File: src/rtl/mul_div_unit.sv
`default_nettype none
// +----------------------------------------------------------------------------+
// | mul_div_unit : iterative HI/LO multiply/divide unit, one bit per cycle.    |
// | Optional divider datapath is built when MD_DIV_EN is defined.              |
// | Rev 1.0 - initial release                                                  |
// +----------------------------------------------------------------------------+
module mul_div_unit #(
    parameter int XLEN  = 32,
    parameter int CNT_W = 6
) (
    input  logic            clk,
    input  logic            rst,
    input  logic            W_start,
    input  logic [1:0]      W_op,
    input  logic [XLEN-1:0] W_rs,
    input  logic [XLEN-1:0] W_rt,
    input  logic [1:0]      W_hilo_wea,
    input  logic [XLEN-1:0] W_hilo_data,
    output logic            MD_busy,
    output logic            MD_done,
    output logic [XLEN-1:0] MD_hi,
    output logic [XLEN-1:0] MD_lo
);

    typedef enum logic [1:0] {
        S_IDLE = 2'd0,
        S_RUN  = 2'd1,
        S_FIX  = 2'd2
    } state_t;

    localparam logic [CNT_W-1:0] C_LAST_ITER = CNT_W'(XLEN - 1);

    state_t            r_state;
    state_t            w_state_nxt;
    logic [CNT_W-1:0]  r_cnt;

    logic [XLEN-1:0]   r_m;
    logic [XLEN-1:0]   r_acc_hi;
    logic [XLEN-1:0]   r_acc_lo;
    logic              r_neg_q;
    logic [XLEN-1:0]   r_hi;
    logic [XLEN-1:0]   r_lo;
    logic              r_done;

    logic              w_op_ok;
    logic              w_accept;
    logic              w_rs_neg;
    logic              w_rt_neg;
    logic [XLEN-1:0]   w_rs_mag;
    logic [XLEN-1:0]   w_rt_mag;
    logic [XLEN:0]     w_sum;
    logic [XLEN-1:0]   w_step_hi;
    logic [XLEN-1:0]   w_step_lo;
    logic [2*XLEN-1:0] w_prod;
    logic [XLEN-1:0]   w_fix_hi;
    logic [XLEN-1:0]   w_fix_lo;

`ifdef MD_DIV_EN
    logic              r_is_div;
    logic              r_neg_r;
    logic              r_div0;
    logic [XLEN-1:0]   r_rs;
    logic [XLEN:0]     w_shift;
    logic [XLEN:0]     w_diff;
    logic              w_ge;

    assign w_op_ok = 1'b1;
`else
    // Without the divider, DIV/DIVU requests are simply never accepted.
    assign w_op_ok = ~W_op[1];
`endif

    assign w_accept = (r_state == S_IDLE) & W_start & w_op_ok;
    assign MD_busy  = (r_state != S_IDLE);
    assign MD_done  = r_done;
    assign MD_hi    = r_hi;
    assign MD_lo    = r_lo;

    // W_op[0] clear selects the signed flavour of either operation.
    assign w_rs_neg = ~W_op[0] & W_rs[XLEN-1];
    assign w_rt_neg = ~W_op[0] & W_rt[XLEN-1];
    assign w_rs_mag = w_rs_neg ? -W_rs : W_rs;
    assign w_rt_mag = w_rt_neg ? -W_rt : W_rt;

    always_ff @(posedge clk or negedge rst) begin
        if (!rst) begin
            r_state <= S_IDLE;
            r_cnt   <= '0;
        end else begin
            r_state <= w_state_nxt;
            if (r_state == S_RUN && r_cnt != C_LAST_ITER) begin
                r_cnt <= r_cnt + 1'b1;
            end else begin
                r_cnt <= '0;
            end
        end
    end

    always_comb begin
        w_state_nxt = r_state;
        case (r_state)
            S_IDLE:  if (w_accept) w_state_nxt = S_RUN;
            S_RUN:   if (r_cnt == C_LAST_ITER) w_state_nxt = S_FIX;
            S_FIX:   w_state_nxt = S_IDLE;
            default: w_state_nxt = S_IDLE;
        endcase
    end

    // Shift-add step: {carry, acc_hi, acc_lo} shifts right once per cycle.
    always_comb begin
        w_sum     = r_acc_lo[0] ? ({1'b0, r_acc_hi} + {1'b0, r_m}) : {1'b0, r_acc_hi};
        w_step_hi = w_sum[XLEN:1];
        w_step_lo = {w_sum[0], r_acc_lo[XLEN-1:1]};
`ifdef MD_DIV_EN
        // Restoring step: acc_hi holds the partial remainder, acc_lo the dividend/quotient.
        w_shift = {r_acc_hi, r_acc_lo[XLEN-1]};
        w_diff  = w_shift - {1'b0, r_m};
        w_ge    = ~w_diff[XLEN];
        if (r_is_div) begin
            w_step_hi = w_ge ? w_diff[XLEN-1:0] : w_shift[XLEN-1:0];
            w_step_lo = {r_acc_lo[XLEN-2:0], w_ge};
        end
`endif
    end

    always_comb begin
        w_prod   = {r_acc_hi, r_acc_lo};
        w_prod   = r_neg_q ? -w_prod : w_prod;
        w_fix_hi = w_prod[2*XLEN-1:XLEN];
        w_fix_lo = w_prod[XLEN-1:0];
`ifdef MD_DIV_EN
        if (r_is_div) begin
            if (r_div0) begin
                w_fix_hi = r_rs;
                w_fix_lo = '1;
            end else begin
                w_fix_hi = r_neg_r ? -r_acc_hi : r_acc_hi;
                w_fix_lo = r_neg_q ? -r_acc_lo : r_acc_lo;
            end
        end
`endif
    end

    always_ff @(posedge clk or negedge rst) begin
        if (!rst) begin
            r_m      <= '0;
            r_acc_hi <= '0;
            r_acc_lo <= '0;
            r_neg_q  <= 1'b0;
        end else if (w_accept) begin
            r_acc_hi <= '0;
            r_neg_q  <= w_rs_neg ^ w_rt_neg;
`ifdef MD_DIV_EN
            r_m      <= W_op[1] ? w_rt_mag : w_rs_mag;
            r_acc_lo <= W_op[1] ? w_rs_mag : w_rt_mag;
`else
            r_m      <= w_rs_mag;
            r_acc_lo <= w_rt_mag;
`endif
        end else if (r_state == S_RUN) begin
            r_acc_hi <= w_step_hi;
            r_acc_lo <= w_step_lo;
        end
    end

`ifdef MD_DIV_EN
    always_ff @(posedge clk or negedge rst) begin
        if (!rst) begin
            r_is_div <= 1'b0;
            r_neg_r  <= 1'b0;
            r_div0   <= 1'b0;
            r_rs     <= '0;
        end else if (w_accept) begin
            r_is_div <= W_op[1];
            r_neg_r  <= w_rs_neg;
            r_div0   <= (W_rt == '0);
            r_rs     <= W_rs;
        end
    end
`endif

    // Architectural HI/LO change only at the end of FIX or on an idle direct write.
    always_ff @(posedge clk or negedge rst) begin
        if (!rst) begin
            r_hi   <= '0;
            r_lo   <= '0;
            r_done <= 1'b0;
        end else if (r_state == S_FIX) begin
            r_hi   <= w_fix_hi;
            r_lo   <= w_fix_lo;
            r_done <= 1'b1;
        end else begin
            r_done <= 1'b0;
            if (r_state == S_IDLE && !w_accept) begin
                if (W_hilo_wea[1]) r_hi <= W_hilo_data;
                if (W_hilo_wea[0]) r_lo <= W_hilo_data;
            end
        end
    end

endmodule
`default_nettype wire

File: config.mk
export PLATFORM = sky130hd
export DESIGN_NAME = mul_div_unit
export DESIGN_NICKNAME = d
export VERILOG_FILES = /design/src/rtl/mul_div_unit.sv
export SDC_FILE = /design/constraint.sdc
export NUM_CORES = 1
export LEC_CHECK = 0
export CORE_ASPECT_RATIO = 1.25
export CORE_MARGIN = 3
export CORE_UTILIZATION = 60
export CTS_CLUSTER_SIZE = 12
export DETAILED_ROUTE_END_ITERATION = 8
export PLACE_DENSITY = 0.88
export SYNTH_ARGS = -nofsm -noshare
export SYNTH_HDL_FRONTEND = slang
export SYNTH_SLANG_ARGS = --single-unit
File: constraint.sdc
create_clock -name clk -period 5.5 [get_ports clk]
set_clock_uncertainty 0.2 [all_clocks]
set_input_delay 1.375 -clock clk [delete_from_list [all_inputs] [get_ports clk]]
set_output_delay 1.375 -clock clk [all_outputs]
set_load 0.1 [all_outputs]
After elaboration in Yosys (flattened, before gate mapping). Index checks and enable logic that the tools add are counted.

Flip-flop bits (word level): 170. Input port bits: 103. Word-level logic and storage cells: 58. Output and inout port bits: 66.

Eq/ne operators: 6. Add/sub/neg operators: 5. Reductions and logical operators: 12. Bitwise gates (word level): 7. Multiplexer cells: 19.

Operators by type and width (number): 32-bit 2-to-1 mux (12); 64-bit 2-to-1 mux (1); 32-bit negation (2); 64-bit negation (1); 32-bit by 32-bit adder with 33-bit output (1); 33-bit 2-to-1 mux (1); 2-bit nonzero test (5); 6-bit by 1-bit adder with 6-bit output, second input constant (1); 6-bit by 5-bit == test with 1-bit output, second input constant (1); 6-bit 2-to-1 mux (1); 6-bit by 5-bit inequality test with 1-bit output, second input constant (1); 2-bit AND reduction (3); 1-bit AND (4); 2-bit 2-to-1 mux (2); 2-bit one-hot mux with 2 select lines (1); 2-bit by 1-bit == test with 1-bit output, second input constant (1); 2-bit == test, second input constant (1); 1-bit logical AND (2); 2-bit logical NOT (1); 2-bit by 1-bit inequality test with 1-bit output, second input constant (1); 2-bit inequality test, second input constant (1); 1-bit inverter (2); 1-bit logical NOT (1); 1-bit 2-to-1 mux (1); 1-bit bitwise XOR (1).

Logic depth before layout (Yosys ltp).
Depth after elaboration: 7. Gate-level depth with buffers: 12. Gate-level depth less buffers: 11.

Least setup slack after synthesis. No wires, ideal clock.

Path kind: input to register. From: input port W_rt[16]. To: register r_acc_lo[29]. Buffers on the path: 0. Cell stages on the path: 7. Path slack: 1721 ps. Data arrival time: 3442 ps. Required time: 5163 ps. Setup time: 137 ps. Cell sequence: or4_1 or4_1 or4b_1 nor2_1 a21oi_1 xnor2_1 o21ai_0.

Cells in the longest elaborated chain, start to end: 3.

Ends and longest elaborated chain: start: declaration (RTL line 16) `input logic [XLEN-1:0] W_rt,`; 32-bit negation (RTL line 83) `assign w_rt_mag = w_rt_neg ? -W_rt : W_rt;`; 32-bit 2-to-1 mux (RTL line 83); 32-bit 2-to-1 mux (RTL line 150) `end else if (w_accept) begin`; end signal: assignment (RTL line 158) `r_acc_lo <= w_rt_mag;`; end signal: assignment (RTL line 162) `r_acc_lo <= w_step_lo;`; end: declaration (RTL line 39) `logic [XLEN-1:0] r_acc_lo;`.

Every way passes these cells. A chain may end at the register's enable or synchronous reset.

Final worst setup path.
From: input port W_rt[16]. To: register r_acc_lo[23].

Same word-level chain as after synthesis.

==> results.toml <==
[finish]
antenna-diode-count = 0
finalNonFillerCells = 1685
fin_nets = 1584
drive_gt1_frac = 0.0522
fin_area_mm2 = 0.0138
nFillCells = 1352
syn_to_final_growth_pct = 20.6

[timing]
tightest_slew_ps = 1080
hold_viol = 0
rsz0062_at_grt = "no"
min_period_ps = 4170
fin_tns_setup_ps = 0
maxSlewHeadroom = 0.278
drv_slew = 0
setup-violations-final = 0
final.period_utilization = 0.759
timing.fmax_ghz = 0.240

[route]
drcViolationCount = 0
wl_met3_um = 1670
wl_met1_um = 12600
routedWlPerCell_um = 19.0
ant_nets = 0
via_count = 10500
met2_length_um = 16300
dr.pass1.iters = 6
highest_layer = "met4"
drt-total-wl_um = 32000
initialDrtViolationCount = 1065
avgViaCountPerCell = 6.22

[setup_path]
cp_max_fo = 5
cp_common_cell = "or4_1"
path_cells = "clkdlybuf4s50_1 > or4_1 > or4_1 > or4b_1 > nor2_1 > a21oi_1 > xnor2_1 > o21ai_0"
cp-end-kind = "register"
cp_slowest_stage_delay_ps = 620
critPathTopFamily = "simple AND/OR/NAND/NOR gates"
slowest_stage = "or4_1"
crit_buf_inv = 1
startpoint = "W_rt[16]"
cp.depth = 8
required_ps = 5640
startpoint_type = "primary input"
crit_arrival_ps = 4310
reg2reg_from = "r_acc_lo[10]"
r2r_end = "MD_hi[19]"
crit_type = "primary input to register"
cp-endpoint = "r_acc_lo[23]"
rrSetupSlack_ps = 1900
reg2regPathDepth = 9

[clock_network]
cts.sinks = 170
holdBufCountCts = 0
cts_buffers = 17
post_cts_buffers = 0
cts_buffer_depth = 2
cts_max_level = 4
cts_tree = "done"
post_cts_resized = 0
clk_latency_ps = 440
clk_pin_slew_ps = 60
root_buffer = "clkbuf_16"

[placement]
portBuffers = 168
place.gp.congestion = 0.938
dp_hpwl_um = 24100
dp_cells = 1653
placed_area_mm2 = 0.0132

[die]
coreArea_mm2 = 0.0184
die_area_mm2 = 0.0208
io_pins = 169
rows = 55
start_util = 0.621
dieWidth_um = 130
die_h_um = 160

[synth]
synth_area_mm2 = 0.0114
synth_ff_type = "dfrtp_1"
synth_nets = 1462
async_reset_ff_frac = 1.00
synth_edf_count = 0
ys_seq_elements = 170
ys_types = 63
synth_cells = 1322
synth_seq_area_share = 0.372
syn_area_per_cell_um2 = 8.66
yosysWarnings = 0

[power_and_ir_drop]
power.density_mw_per_mm2 = 578
vdd_drop_max_mv = 0.300
p_leak_nw = 5.82

[global_routing]
grt_pass1_wl_um = 51300
antenna_found_initial = 0
grt_pass1_vias = 10300
grt_use_total = 0.308
grt_max_degree = 87
grt.overflow.total = 0

[run_status]
outcome = "finished clean"

[job]
cap_violations = 0

[hold_path]
min_path_type = "register to register"
## area by class of cell
cell class              instances  area, µm²  area share
inverters                      20       75.1     0.00544
well taps                     228        285      0.0207
clock buffers                  19        453      0.0328
multi-input cells            1058       6850       0.497
flip-flops and latches        170       4260       0.308
clock inverters                13        118     0.00852
repair buffers                177       1760       0.128
## worst register-to-register path, cell delays in order (launching register included)
cell      delay, ps
dfrtp_1         420
or4_4           570
or4b_4          570
nor3_4          310
nand4_2         210
or2_1           370
nand2b_4        180
o31ai_2         220
xor2_1          290
a21oi_1         110
## per-stage QoR
| step | setup WS [ps] | hold slack (ps) | utilization | power [mW] |
|---|---|---|---|---|
| 2_1_floorplan | 1720 | 233 | - | 5.56 |
| 3_3_place_gp | 1040 | 252 | 0.718 | 6.64 |
| 3_5_place_dp | 951 | 254 | 0.718 | 6.76 |
| 4_1_cts | 1390 | 267 | 0.748 | 7.94 |
| 5_1_grt | 1130 | 277 | 0.748 | 8.45 |
| 6_report | 1330 | 273 | 0.748 | 7.98 |
## where the power goes
group / internal (mW) / total [mW] / switching (mW)
registers: 1.72 / 2.41 / 0.689
logic: 1.56 / 4.41 / 2.85
clock network: 0.648 / 1.16 / 0.513
## kinds of logic (layout without fill, tap and decap cells)
family | count (synthesis) | in the layout | synth area share
AOI/OAI and AO/OA | 401 | 401 | 0.209
and+or+nand+nor | 387 | 387 | 0.159
DFF | 170 | 170 | 0.372
xor gates and xnor gates | 154 | 154 | 0.118
buffers and inverters | 94 | 229 | 0.0315
muxes | 79 | 79 | 0.0704
adders and majority gates | 37 | 37 | 0.0411
## sequential cells by signal (all words and copies together), names as in the netlist
register and flops:
MD_done 1, r_acc_lo 32, r_acc_hi 32, MD_lo 32
r_m 32, r_cnt 6, r_state 2, MD_hi 32
r_neg_q 1
## worst min-delay path by stage
stage | endpoint | from | cells past startpoint
2_1_floorplan | r_cnt[0] | r_cnt[0] | 1
3_3_place_gp | r_cnt[0] | r_cnt[0] | 1
3_5_place_dp | r_cnt[0] | r_cnt[0] | 1
4_1_cts | r_cnt[0] | r_cnt[0] | 1
5_1_grt | r_cnt[0] | r_cnt[0] | 1
6_report | r_cnt[0] | r_cnt[0] | 1
## synthesized netlist by cell type, types with 2 or more instances
cell | n | share of area
o21ai_0 | 178 | 0.078
nand2_1 | 175 | 0.057
dfrtp_1 | 170 | 0.37
xnor2_1 | 108 | 0.083
a21oi_1 | 89 | 0.039
nor2_1 | 79 | 0.026
mux2i_1 | 67 | 0.059
clkbuf_1 | 54 | 0.018
xor2_1 | 46 | 0.035
a22oi_1 | 36 | 0.024
ha_1 | 36 | 0.039
o31ai_1 | 24 | 0.016
nand3_1 | 21 | 0.0092
inv_1 | 20 | 0.0066
or3_1 | 20 | 0.011
buf_1 | 19 | 0.0062
nor3_1 | 19 | 0.0083
a21o_1 | 18 | 0.012
nand2b_1 | 13 | 0.0071
or4_1 | 13 | 0.0085
mux2_2 | 12 | 0.012
a31oi_1 | 10 | 0.0055
nor4_1 | 9 | 0.0049
o41ai_1 | 9 | 0.0069
nor2b_1 | 6 | 0.0033
o21bai_1 | 6 | 0.0039
and3_1 | 5 | 0.0027
nand4_1 | 5 | 0.0027
a211oi_1 | 4 | 0.0026
a21boi_0 | 3 | 0.0020
a32oi_1 | 3 | 0.0023
nor3b_1 | 3 | 0.0020
o211ai_1 | 3 | 0.0020
o21ai_1 | 3 | 0.0013
o31ai_2 | 3 | 0.0033
or2_2 | 3 | 0.0016
and2_1 | 2 | 0.0011
nand3b_1 | 2 | 0.0013
o21a_1 | 2 | 0.0013
## cell usage in the layout, fill, tap and decap left out, types with 36 or more instances in the layout
cell type	synthesis	final
ha_1	36	36
mux2i_1	67	67
xnor2_1	108	108
xor2_1	46	46
a22oi_1	36	36
nand2_1	175	174
o21ai_0	178	178
a21oi_1	89	89
clkdlybuf4s50_1	0	167
nor2_1	79	78
dfrtp_1	170	169
## layer usage
metal / vias to the layer above / global-route usage
met5: - / 0
met4: 0 / 0.143
met2: 390 / 0.540
li1: 4975 / -
met3: 80 / 0.0442
met1: 5043 / 0.371
(Power assumes the default switching activity.)
